## config.mk

```make
export PLATFORM = sky130hd
export DESIGN_NAME = route_request_sequencer_flat
export DESIGN_NICKNAME = d
export VERILOG_FILES = /design/src/rtl/route_request_sequencer_pkg.sv /design/src/rtl/route_request_sequencer_if.sv /design/src/rtl/cycle_timer.sv /design/src/rtl/route_request_sequencer.sv /design/src/flat_wrapper.sv
export SDC_FILE = /design/constraint.sdc
export NUM_CORES = 1
export LEC_CHECK = 0
export CORE_UTILIZATION = 25
export CTS_CLUSTER_SIZE = 25
export DETAILED_ROUTE_END_ITERATION = 16
export HOLD_SLACK_MARGIN = 0.05
export SYNTH_ARGS = -nofsm -noshare
export SYNTH_HDL_FRONTEND = slang
export SYNTH_HIERARCHICAL = 1
export SYNTH_SLANG_ARGS = --single-unit
```

## constraint.sdc

```tcl
create_clock -name Clk -period 2.2 [get_ports Clk]
set_input_delay 0.33 -clock Clk [delete_from_list [all_inputs] [get_ports Clk]]
set_output_delay 0.33 -clock Clk [all_outputs]
set_load 0.05 [all_outputs]
```

## src/rtl/route_request_sequencer_pkg.sv

```systemverilog
// ---------------------------------------------------------------------------
// | Package : train_ctrl_pkg                                                |
// | Shared route ID width/limits, route constants and sequencer state type  |
// | Rev 1.0 : initial release                                               |
// ---------------------------------------------------------------------------
`default_nettype none

package train_ctrl_pkg;

    localparam int ROUTE_W         = 5;
    localparam int ROUTE_MAX_VALID = 15;

    typedef logic [ROUTE_W-1:0] route_id_t;

    // Route IDs understood by the track-section synchronizer
    localparam route_id_t ROUTE_ID_NONE  = 5'd0;
    localparam route_id_t ROUTE_ID_FIRST = 5'd0;
    localparam route_id_t ROUTE_ID_LAST  = 5'd15;

    typedef enum logic [2:0] {
        ST_IDLE    = 3'd0,
        ST_ISSUE   = 3'd1,
        ST_SETTLE  = 3'd2,
        ST_SAMPLE  = 3'd3,
        ST_BACKOFF = 3'd4,
        ST_GRANTED = 3'd5,
        ST_DENY    = 3'd6
    } seq_state_t;

    function automatic logic route_is_valid(input route_id_t id);
        return id <= route_id_t'(ROUTE_MAX_VALID);
    endfunction

    function automatic int max_int(input int a, input int b);
        return (a > b) ? a : b;
    endfunction

endpackage

`default_nettype wire

```

## src/rtl/route_request_sequencer_if.sv

```systemverilog
// ---------------------------------------------------------------------------
// | Interface : route_request_sequencer_if                                  |
// | Dispatcher and synchronizer handshake signals of the route sequencer    |
// | Rev 1.0 : initial release                                               |
// ---------------------------------------------------------------------------
`default_nettype none

interface route_request_sequencer_if;
    import train_ctrl_pkg::*;

    logic      ReqValid;
    route_id_t ReqRoute;
    logic      ReqReady;
    route_id_t Selector;
    logic      Enable;
    logic      SyncY;
    logic      Grant;
    route_id_t GrantRoute;
    logic      Deny;
    logic      Release;
    logic      Busy;

    // Sequencer side
    modport master (
        input  ReqValid, ReqRoute, SyncY, Release,
        output ReqReady, Selector, Enable, Grant, GrantRoute, Deny, Busy
    );

    // Dispatcher / synchronizer side
    modport slave (
        output ReqValid, ReqRoute, SyncY, Release,
        input  ReqReady, Selector, Enable, Grant, GrantRoute, Deny, Busy
    );

endinterface

`default_nettype wire

```

## src/rtl/cycle_timer.sv

```systemverilog
// ---------------------------------------------------------------------------
// | Module : cycle_timer                                                    |
// | Loadable saturating down-counter; done while the count is zero          |
// | Rev 1.0 : initial release                                               |
// ---------------------------------------------------------------------------
`default_nettype none

module cycle_timer #(
    parameter int WIDTH = 4
) (
    input  logic             clk,
    input  logic             rst_n,
    input  logic             load,
    input  logic [WIDTH-1:0] load_value,
    output logic             done
);

    logic [WIDTH-1:0] count;

    always_ff @(posedge clk) begin
        if (!rst_n) begin
            count <= '0;
        end else if (load) begin
            count <= load_value;
        end else if (count != '0) begin
            count <= count - WIDTH'(1);
        end
    end

    assign done = (count == '0);

endmodule

`default_nettype wire

```

## src/rtl/route_request_sequencer.sv

```systemverilog
// ---------------------------------------------------------------------------
// | Module : route_request_sequencer                                        |
// | Issues route requests to the synchronizer with settle, retry, backoff.  |
// | Optional macro ROUTE_WATCHDOG_EN revokes grants held too long.          |
// | Rev 1.0 : initial release                                               |
// ---------------------------------------------------------------------------
`default_nettype none

module route_request_sequencer
    import train_ctrl_pkg::*;
#(
    parameter int SETTLE_CYCLES   = 4,
    parameter int MAX_RETRY       = 3,
    parameter int BACKOFF_CYCLES  = 16,
    parameter int WATCHDOG_CYCLES = 1024
) (
    input  logic                      Clk,
    input  logic                      Reset_n,
    route_request_sequencer_if.master bus
);

`ifdef ROUTE_WATCHDOG_EN
    localparam int TIMER_MAX = max_int(max_int(SETTLE_CYCLES, BACKOFF_CYCLES), WATCHDOG_CYCLES);
`else
    localparam int TIMER_MAX = max_int(SETTLE_CYCLES, BACKOFF_CYCLES);
`endif
    // Timer is loaded with N-1 so the full count range fits in clog2(N) bits
    localparam int TIMER_W = (TIMER_MAX > 2) ? $clog2(TIMER_MAX) : 1;
    localparam int RETRY_W = (MAX_RETRY > 1) ? $clog2(MAX_RETRY + 1) : 1;

    localparam logic [RETRY_W-1:0] MAX_RETRY_C   = RETRY_W'(MAX_RETRY);
    localparam logic [TIMER_W-1:0] SETTLE_LOAD   = TIMER_W'(SETTLE_CYCLES - 1);
    localparam logic [TIMER_W-1:0] BACKOFF_LOAD  = TIMER_W'(BACKOFF_CYCLES - 1);

    generate
        if (SETTLE_CYCLES < 1 || BACKOFF_CYCLES < 1 || MAX_RETRY < 0 || WATCHDOG_CYCLES < 1) begin : g_bad_params
            $error("route_request_sequencer: illegal parameter value");
        end
    endgenerate

    seq_state_t           state;
    logic [RETRY_W-1:0]   retry_cnt;
    logic                 timer_load;
    logic [TIMER_W-1:0]   timer_value;
    logic                 timer_done;

    cycle_timer #(
        .WIDTH (TIMER_W)
    ) u_cycle_timer (
        .clk        (Clk),
        .rst_n      (Reset_n),
        .load       (timer_load),
        .load_value (timer_value),
        .done       (timer_done)
    );

    // Timer is armed on the edge that enters each timed state
    always_comb begin
        timer_load  = 1'b0;
        timer_value = '0;
        case (state)
            ST_ISSUE: begin
                timer_load  = 1'b1;
                timer_value = SETTLE_LOAD;
            end
            ST_SAMPLE: begin
`ifdef ROUTE_WATCHDOG_EN
                timer_load  = 1'b1;
                timer_value = bus.SyncY ? TIMER_W'(WATCHDOG_CYCLES - 1) : BACKOFF_LOAD;
`else
                timer_load  = !bus.SyncY;
                timer_value = BACKOFF_LOAD;
`endif
            end
            default: begin
                timer_load  = 1'b0;
                timer_value = '0;
            end
        endcase
    end

    assign bus.ReqReady = (state == ST_IDLE) && Reset_n;

    always_ff @(posedge Clk) begin
        if (!Reset_n) begin
            state          <= ST_IDLE;
            retry_cnt      <= '0;
            bus.Selector   <= '0;
            bus.Enable     <= 1'b0;
            bus.Grant      <= 1'b0;
            bus.GrantRoute <= '0;
            bus.Deny       <= 1'b0;
            bus.Busy       <= 1'b0;
        end else begin
            bus.Enable <= 1'b0;
            bus.Deny   <= 1'b0;
            case (state)
                ST_IDLE: begin
                    if (bus.ReqValid) begin
                        retry_cnt <= '0;
                        bus.Busy  <= 1'b1;
                        if (route_is_valid(bus.ReqRoute)) begin
                            bus.Selector <= bus.ReqRoute;
                            bus.Enable   <= 1'b1;
                            state        <= ST_ISSUE;
                        end else begin
                            bus.Deny <= 1'b1;
                            state    <= ST_DENY;
                        end
                    end
                end
                ST_ISSUE: begin
                    state <= ST_SETTLE;
                end
                ST_SETTLE: begin
                    if (timer_done) begin
                        state <= ST_SAMPLE;
                    end
                end
                ST_SAMPLE: begin
                    if (bus.SyncY) begin
                        bus.Grant      <= 1'b1;
                        bus.GrantRoute <= bus.Selector;
                        state          <= ST_GRANTED;
                    end else if (retry_cnt < MAX_RETRY_C) begin
                        retry_cnt <= retry_cnt + RETRY_W'(1);
                        state     <= ST_BACKOFF;
                    end else begin
                        bus.Deny <= 1'b1;
                        state    <= ST_DENY;
                    end
                end
                ST_BACKOFF: begin
                    if (timer_done) begin
                        bus.Enable <= 1'b1;
                        state      <= ST_ISSUE;
                    end
                end
                ST_GRANTED: begin
                    if (bus.Release) begin
                        bus.Grant      <= 1'b0;
                        bus.GrantRoute <= '0;
                        bus.Selector   <= '0;
                        bus.Busy       <= 1'b0;
                        state          <= ST_IDLE;
                    end
`ifdef ROUTE_WATCHDOG_EN
                    else if (timer_done) begin
                        // Revocation: grant dropped, dispatcher told via Deny
                        bus.Grant      <= 1'b0;
                        bus.GrantRoute <= '0;
                        bus.Deny       <= 1'b1;
                        state          <= ST_DENY;
                    end
`endif
                end
                ST_DENY: begin
                    bus.Selector <= '0;
                    bus.Busy     <= 1'b0;
                    state        <= ST_IDLE;
                end
                default: begin
                    bus.Selector   <= '0;
                    bus.Grant      <= 1'b0;
                    bus.GrantRoute <= '0;
                    bus.Busy       <= 1'b0;
                    state          <= ST_IDLE;
                end
            endcase
        end
    end

endmodule

`default_nettype wire

```

## src/flat_wrapper.sv

```systemverilog
// flat-port wrapper written by rule: the top's interface ports become plain ports
module route_request_sequencer_flat import train_ctrl_pkg::*;
#(
    parameter int SETTLE_CYCLES   = 4,
    parameter int MAX_RETRY       = 3,
    parameter int BACKOFF_CYCLES  = 16,
    parameter int WATCHDOG_CYCLES = 1024
)
  (Clk, Reset_n, bus_ReqValid, bus_ReqRoute, bus_SyncY, bus_Release, bus_ReqReady, bus_Selector, bus_Enable, bus_Grant, bus_GrantRoute, bus_Deny, bus_Busy);
  route_request_sequencer_if bus_i ();
  input  logic Clk;
  input  logic Reset_n;
  input wire logic [$bits(bus_i.ReqValid)-1:0] bus_ReqValid;
  input wire logic [$bits(bus_i.ReqRoute)-1:0] bus_ReqRoute;
  input wire logic [$bits(bus_i.SyncY)-1:0] bus_SyncY;
  input wire logic [$bits(bus_i.Release)-1:0] bus_Release;
  output wire logic [$bits(bus_i.ReqReady)-1:0] bus_ReqReady;
  output wire logic [$bits(bus_i.Selector)-1:0] bus_Selector;
  output wire logic [$bits(bus_i.Enable)-1:0] bus_Enable;
  output wire logic [$bits(bus_i.Grant)-1:0] bus_Grant;
  output wire logic [$bits(bus_i.GrantRoute)-1:0] bus_GrantRoute;
  output wire logic [$bits(bus_i.Deny)-1:0] bus_Deny;
  output wire logic [$bits(bus_i.Busy)-1:0] bus_Busy;
  assign bus_i.ReqValid = bus_ReqValid;
  assign bus_i.ReqRoute = bus_ReqRoute;
  assign bus_i.SyncY = bus_SyncY;
  assign bus_i.Release = bus_Release;
  assign bus_ReqReady = bus_i.ReqReady;
  assign bus_Selector = bus_i.Selector;
  assign bus_Enable = bus_i.Enable;
  assign bus_Grant = bus_i.Grant;
  assign bus_GrantRoute = bus_i.GrantRoute;
  assign bus_Deny = bus_i.Deny;
  assign bus_Busy = bus_i.Busy;
  route_request_sequencer #(.SETTLE_CYCLES(SETTLE_CYCLES), .MAX_RETRY(MAX_RETRY), .BACKOFF_CYCLES(BACKOFF_CYCLES), .WATCHDOG_CYCLES(WATCHDOG_CYCLES)) u_core (.Clk(Clk), .Reset_n(Reset_n), .bus(bus_i));
endmodule
```

======== After elaboration in Yosys (flattened, before gate mapping) ========
Cells that the tools add are included.
word-level totals
  flip-flop bits (word level) ............. 23
  input port bits ......................... 10
  output and inout port bits .............. 15
  logic and storage cells ................. 79
operators by class
  add/sub/neg operators ................... 2
  magnitude comparators ................... 2
  eq/ne operators ......................... 14
  multiplexer cells ....................... 36
  bitwise logic cells ..................... 2
  reduce and logical (&&, ||, !) cells .... 14
operator list
  operator             number
  $pmux 5 s3           2
  $mux 5               4
  $mux 3               6
  $pmux 3 s6           1
  $reduce_and 4->1     3
  $mux 1               10
  $ne 2x2->1 const B   5
  $eq 3x3->1 const B   3
  $mux 2               4
  $mux 4               2
  $pmux 4 s2           1
  $eq 3x2->1 const B   2
  $ne 2x1->1 const B   3
  $pmux 1 s2           3
  $pmux 1 s3           2
  $reduce_and 3->1     2
  $le 5x4->1 const B   1
  $reduce_or 5->1      1
  $logic_not 4->1      1
  $pmux 2 s2           1
  $reduce_bool 2->1    2
  $reduce_bool 4->1    1
  $reduce_or 4->1      1
  $sub 4x1->4 const B  1
  7 further kinds      8

======== Depth between registers and ports, before layout ========
Gate-level depths: netlist of run 1.
  depth in word-level cells ............... 4
  mapped depth ............................ 6

======== Cells and area by module ========
Netlist of run 1, hierarchy kept.
by module, submodules not included
  module                   times used  cells each  area each (µm²)  sequential area each (µm²)
  route_request_sequencer  1           100         932.1            380.4
  cycle_timer              1           23          230.2            80.1

======== Worst setup path after synthesis of run 1 ========
No wires, ideal clock.
  path type ............................... flip-flop to output port
  start ................................... register u_core.state[0]
  end ..................................... output bus_ReqReady
  data arrival time ....................... 1.696 ns
  setup slack ............................. 0.174 ns
  cell stages (with the launch flop) ...... 4
  path buffers ............................ 2
  cells stage by stage .................... dfxtp_1 > buf_2 > buf_4 > nor3_1
between the ends
  longest elaborated chain between the ends .. 2
RTL lines
  element                 line                            RTL
  start, declared         route_request_sequencer.sv:41   seq_state_t state;
  start signal, assigned  route_request_sequencer.sv:86   state <= ST_IDLE;
  start signal, assigned  route_request_sequencer.sv:105  state <= ST_ISSUE;
  start signal, assigned  route_request_sequencer.sv:108  state <= ST_DENY;
  $logic_not 3->1         route_request_sequencer.sv:82   assign bus.ReqReady = (state == ST_IDLE) && Reset_n;
  $logic_and 1x1->1       route_request_sequencer.sv:82
  end, declared           flat_wrapper.sv:17              output wire logic [$bits(bus_i.ReqReady)-1:0] bus_ReqReady;
Every way passes these cells.

======== Worst setup path after layout of run 1 ========
  start ................................... register u_core.state[1]
  end ..................................... output bus_ReqReady
The elaborated chain is that of the path after synthesis.

==> results.tsv, run 1 <==
metric	value	unit
antenna diode count	0	
syn_nets	135	
die height	70.2	µm
EDFF count, synth	0	
share of layout cells above drive strength 1	11.7	%
die area	4930	µm²
WP buf/inv	1	
Top Ports	25	
CP required	1.87	ns
status	finished clean	
max incr delay on CP	0.82	ns
Clock transition at path regs	0.09	ns
via count	1025	
clock latency on the worst-skew pair	0.26	ns
initial antenna violation count	0	
pwr dens	1160	nW/µm²
Core Area	4410	µm²
f_max	0.558	GHz
H-tree depth	1	
Crit-path slowest cell	dfxtp_1	
worst endpoint data arrival time	1.46	ns
Setup Buffers After CTS	0	
Tmin final	1.79	ns
most frequent cell after synthesis	dfxtp_1	
grt ovf	0	
Layout area overhead	27.6	%
Routed Antenna Nets	0	
Tot GR Track Use	11.6	%
mean post-synth cell area	9.45	µm²
average routed wire per standard cell	13.2	µm
Crit Path Class	reg2out	
Critical Path, Cell by Cell	nor3_1, buf_12	
number of fillers in the final layout	445	
Via density	5.20	
post-DP HPWL	1920	µm
hold crit path type	reg2reg	
Post-synth ARST share	0	%
Top FF cell, synth	dfxtp_1	
post-synthesis sequential area ratio	39.6	%
Max Cap Violations	0	
initial core utilization	26.3	%
Total Routed Length	2610	µm
Pre-antenna DRT Iters	4	
Port Buffers	24	
CTS tree	built	
number of distinct library cells after synthesis	47	
#FFs+latches synth	23	
worst vdd rail ir drop	0.366	mV
RSZ-0062 raised after global routing	no	
# nets final	158	
period utilization	81.4	%
DRC	0	
Die X	70.2	µm
Fin Setup TNS	0	ns
Reg area	460	µm²
Mapped Area	1160	µm²
area leader, netlist	dfxtp_1	
area occupied by multi-input gates	634	µm²
vias in the first global route	1067	
placer congestion estimate	0.849	
most common library cells after synthesis	dfxtp_1 (23), nand2_1 (16), o22ai_1 (6)	
endpoints failing setup	0	
DRT iter0 DRCs	83	
critical path launch point type	flip-flop	
kind of end point of the critical path	primary output	
Leakage	0.536	nW
Hold Buf Count CTS	0	
CP delay by family, top	flip-flops	
skew final	0.00814	ns
total design power	0.00171	W
final hold vios	0	
largest net degree at the start of global routing	29	
worst-margin pin slew	0.750	ns
row cnt	24	
CTS Buf Count	3	
YS warnings	6	
# clock sinks	23	
CTS max path bufs	2	
first-pass GRT wire length	4620	µm
post-CTS sizing	0	
top cell type's share of synthesized area	39.6	%
Area contributors post-synth	dfxtp_1 (40%), nand2_1 (5.2%), a32o_1 (3.4%), nor3b_4 (3.2%), o22ai_1 (3.2%)	
slew margin rel.	49.9	%
Root Buffer	clkbuf_8	
fin. max-slew vios	0	
critical-path maximum fanout	20	
Post-Synthesis Cells	123	
## where the power goes
part	internal, W	total (W)	leakage [nW]	switching (W)
sequential	0.000496	0.000657	0.187	0.000160
clock	0.000126	0.000262	0.0255	0.000136
combinational	0.000376	0.000796	0.324	0.000420
## worst paths after layout
kind                            startpoint               end  slack (ns)  cells after the start
max                        u_core/state[1]      bus_ReqReady        0.41                      2
min                       u_core/bus.Grant  u_core/bus.Grant        0.46                      2
max reg2reg  u_core/u_cycle_timer/count[0]   u_core/state[0]        0.46                      6
min reg2reg               u_core/bus.Grant  u_core/bus.Grant        0.46                      2
## metrics by stage
step                      hold slack (ns)  worst slack (ns)  cell area (µm²)  instances  utilization [%]
after global routing                0.498             0.305             1480        197             33.6
final                               0.462             0.409             1480        197             33.6
after detailed placement            0.455             0.406             1440        193             32.5
after CTS                           0.468             0.398             1480        197             33.6
after floorplan                     0.438             0.174             1160        123                -
after global placement              0.448             0.465             1440        193             32.5
## cells by family after synthesis
| family | share of synthesized area [%] |
|---|---|
| AOI/OAI and AO/OA | 21.6 |
| muxes | 3.55 |
| and+or+nand+nor | 25.7 |
| buffers and inverters | 5.81 |
| DFF | 39.6 |
| adders and majority gates | 2.15 |
| xor gates and xnor gates | 1.51 |
## tightest hold or removal path, delay by kind of cell (launching register included)
| family | cells | cell delay (ns) |
|---|---|---|
| and+or+nand+nor | 1 | 0.05 |
| DFF | 1 | 0.31 |
| AOI/OAI and AO/OA | 1 | 0.05 |
## cell usage in the layout, fill, tap and decap left out, drive strengths merged, types with 4 or more instances in the layout
master / Yosys / final
dfxtp: 23 / 23
clkdlybuf4s50: 0 / 23
o22ai: 6 / 6
o21ai: 7 / 7
a32o: 4 / 4
a21oi: 4 / 4
nand3: 5 / 5
inv: 5 / 5
nand2b: 4 / 4
nand2: 17 / 17
## state kept, by name (all words and copies together) (netlist names)
register / flops
u_core/bus.Grant: 1
u_core/u_cycle_timer/count: 4
u_core/bus.Enable: 1
u_core/bus.GrantRoute: 5
u_core/state: 3
u_core/bus.Selector: 5
u_core/bus.Deny: 1
u_core/retry_cnt: 2
u_core/bus.Busy: 1
## final cells by class
type / count / area share (%)
clock buffer: 3 / 2.78
tap: 52 / 4.39
clock inverter: 1 / 0.338
inverter: 5 / 1.27
timing repair buffer: 25 / 17.4
multi-input combinational: 88 / 42.8
sequential: 23 / 31.1
## layer usage
layer / vias up / GRT usage (%) / share of wire (%)
met1: 495 / 14.2 / 47
met4: 0 / 4.44 / 0
li1: 502 / - / -
met5: - / 0 / 0
met3: 0 / 3.32 / 4.8
met2: 28 / 19.0 / 48
Note: power is estimated with default switching activity, not from simulation.
==> run 2, diff against run 1 <==
Clock period 2.2 ns to 1.49 ns, I/O delays scaled along.
==> run 2 against run 1 <==
Via count grew 7.1%; clock power up 45%; sequential share of layout area decreased by 4.0 points; flip-flop and latch count is the same; largest cell class unchanged; highest routed layer is now met4.
==> results.tsv, run 2 (same netlist as run 1, synthesis figures left out) <==
metric	value	unit
status	finished clean	
final hold vios	0	
pwr dens	1780	nW/µm²
CTS tree	built	
DRT iter0 DRCs	74	
via count	1098	
largest net degree at the start of global routing	24	
placer congestion estimate	0.755	
met3 Usage GRT	2.31	%
P_sw	0.00120	W
average routed wire per standard cell	14.0	µm
# nets final	177	
worst-margin pin slew	0.344	ns
CP required	1.63	ns
hold slack	0.459	ns
Inst Count DP	211	
Root Buffer	clkbuf_8	
Crit Path Class	reg2reg	
Tot GR Track Use	13.0	%
endpoints failing setup	0	
fin. max-slew vios	0	
row cnt	24	
vias in the first global route	1072	
Seq pwr share	30.0	%
hold crit path type	reg2reg	
Pint	0.00187	W
Switching Fraction	39.1	%
Total Routed Length	3020	µm
# clock sinks	23	
Max Cap Violations	0	
commonest non-fill, non-tap cell in the layout	buf_4	
Die X	70.2	µm
Combinational Power Share	57.6	%
clock latency on the worst-skew pair	0.26	ns
period utilization	98.2	%
Leakage	0.682	nW
antenna diode count	0	
Reg area	465	µm²
CTS Buf Count	3	
CTS max path bufs	2	
number of fillers in the final layout	432	
Clock transition at path regs	0.08	ns
critical path launch point type	flip-flop	
initial core utilization	26.3	%
Hold Buf Count CTS	0	
initial antenna violation count	0	
most frequent cells in the layout	buf_4 (27), dfxtp_1 (19), nand2_1 (16), clkdlybuf4s50_1 (9), buf_12 (8)	
grt ovf	0	
part of the power in the clock network	12.4	%
post-DP HPWL	2230	µm
Tmin final	1.46	ns
kind of end point of the critical path	flip-flop	
die area	4930	µm²
slew margin rel.	77.0	%
worst vdd rail ir drop	0.456	mV
area occupied by multi-input gates	676	µm²
Via density	5.08	
worst endpoint data arrival time	1.60	ns
first-pass GRT wire length	5070	µm
Top Registers	u_core/bus.GrantRoute (5), u_core/bus.Selector (5), u_core/u_cycle_timer/count (4)	
Core Area	4410	µm²
fin cells	216	
die height	70.2	µm
Layout area overhead	48.2	%
f_max	0.684	GHz
Top Ports	25	
DRC	0	
critical-path maximum fanout	6	
H-tree depth	1	
Port Buffers	24	
Routed Antenna Nets	0	
Pre-antenna DRT Iters	6	
GRT busiest layer	met2	
share of layout cells above drive strength 1	36.0	%
skew final	0.00364	ns
grt met1 use	16.3	%
met2 Resource Use GR	21.4	%
run 2: cell count changes in the layout (fill, tap and decap cells not counted), sizes merged:
cell,previous run,this run
clkinv,1,0
clkbuf,3,4
buf,2,35
clkdlybuf4s50,23,9
run 2: path summary, 6_finish.rpt:
kind,startpoint,to,slack [ns],cells after the start
max,u_core/u_cycle_timer/count[0],u_core/state[0],0.03,6
min,u_core/bus.Grant,u_core/bus.Grant,0.46,2
max reg2reg,u_core/u_cycle_timer/count[0],u_core/state[0],0.03,6
min reg2reg,u_core/bus.Grant,u_core/bus.Grant,0.46,2
run 2: final cells by class:
cell class / instances / area share (%)
multi-input cells: 88 / 39.2
flip-flops and latches: 23 / 27.0
repair buffers: 44 / 26.3
well taps: 52 / 3.78
clock buffers: 4 / 2.61
inverters: 5 / 1.09
run 2: per-stage QoR:
stage | TNS [ns] | area, µm² | worst slack [ns] | util [%] | power (W)
6_report | 0 | 1720 | 0.0270 | 39.0 | 0.00307
5_1_grt | -0.00644 | 1720 | -0.00644 | 39.0 | 0.00326
4_1_cts | 0 | 1700 | 0.00324 | 38.4 | 0.00303
3_5_place_dp | -0.583 | 1640 | -0.0871 | 37.0 | 0.00259
3_3_place_gp | -0.290 | 1640 | -0.0674 | 37.0 | 0.00254
2_1_floorplan | 0 | 1170 | 0.0304 | - | 0.00193
run 2: power groups by stage:
stage / Combinational (W) / Clock (W) / Sequential [W]
after global placement: 0.00162 / 0 / 0.000914
after floorplan: 0.000973 / 0 / 0.000960
after detailed placement: 0.00166 / 0 / 0.000922
after CTS: 0.00172 / 0.000399 / 0.000910
after global routing: 0.00189 / 0.000424 / 0.000942
final: 0.00177 / 0.000380 / 0.000921
run 2: critical path, stage by stage (launching register included):
cell      delay, ns
dfxtp_2        0.34
inv_2          0.05
ha_4           0.15
nor3b_4        0.17
a21o_1         0.18
a221oi_2       0.34
o21ai_1        0.12
run 2: routing by layer:
metal  wire length, µm  up-vias
li1                  -      538
met1              1340      518
met2              1490       38
met3               140        4
met4                51        0
met5                 0        -
run 2: what timing repair did:
action / 4_1_cts / 5_1_grt
setup buffers: 0 / 1
cloned: 0 / 0
pin swaps: 4 / 4
gates resized for setup: 3 / 9
setup endpoints to repair: 2 / 15
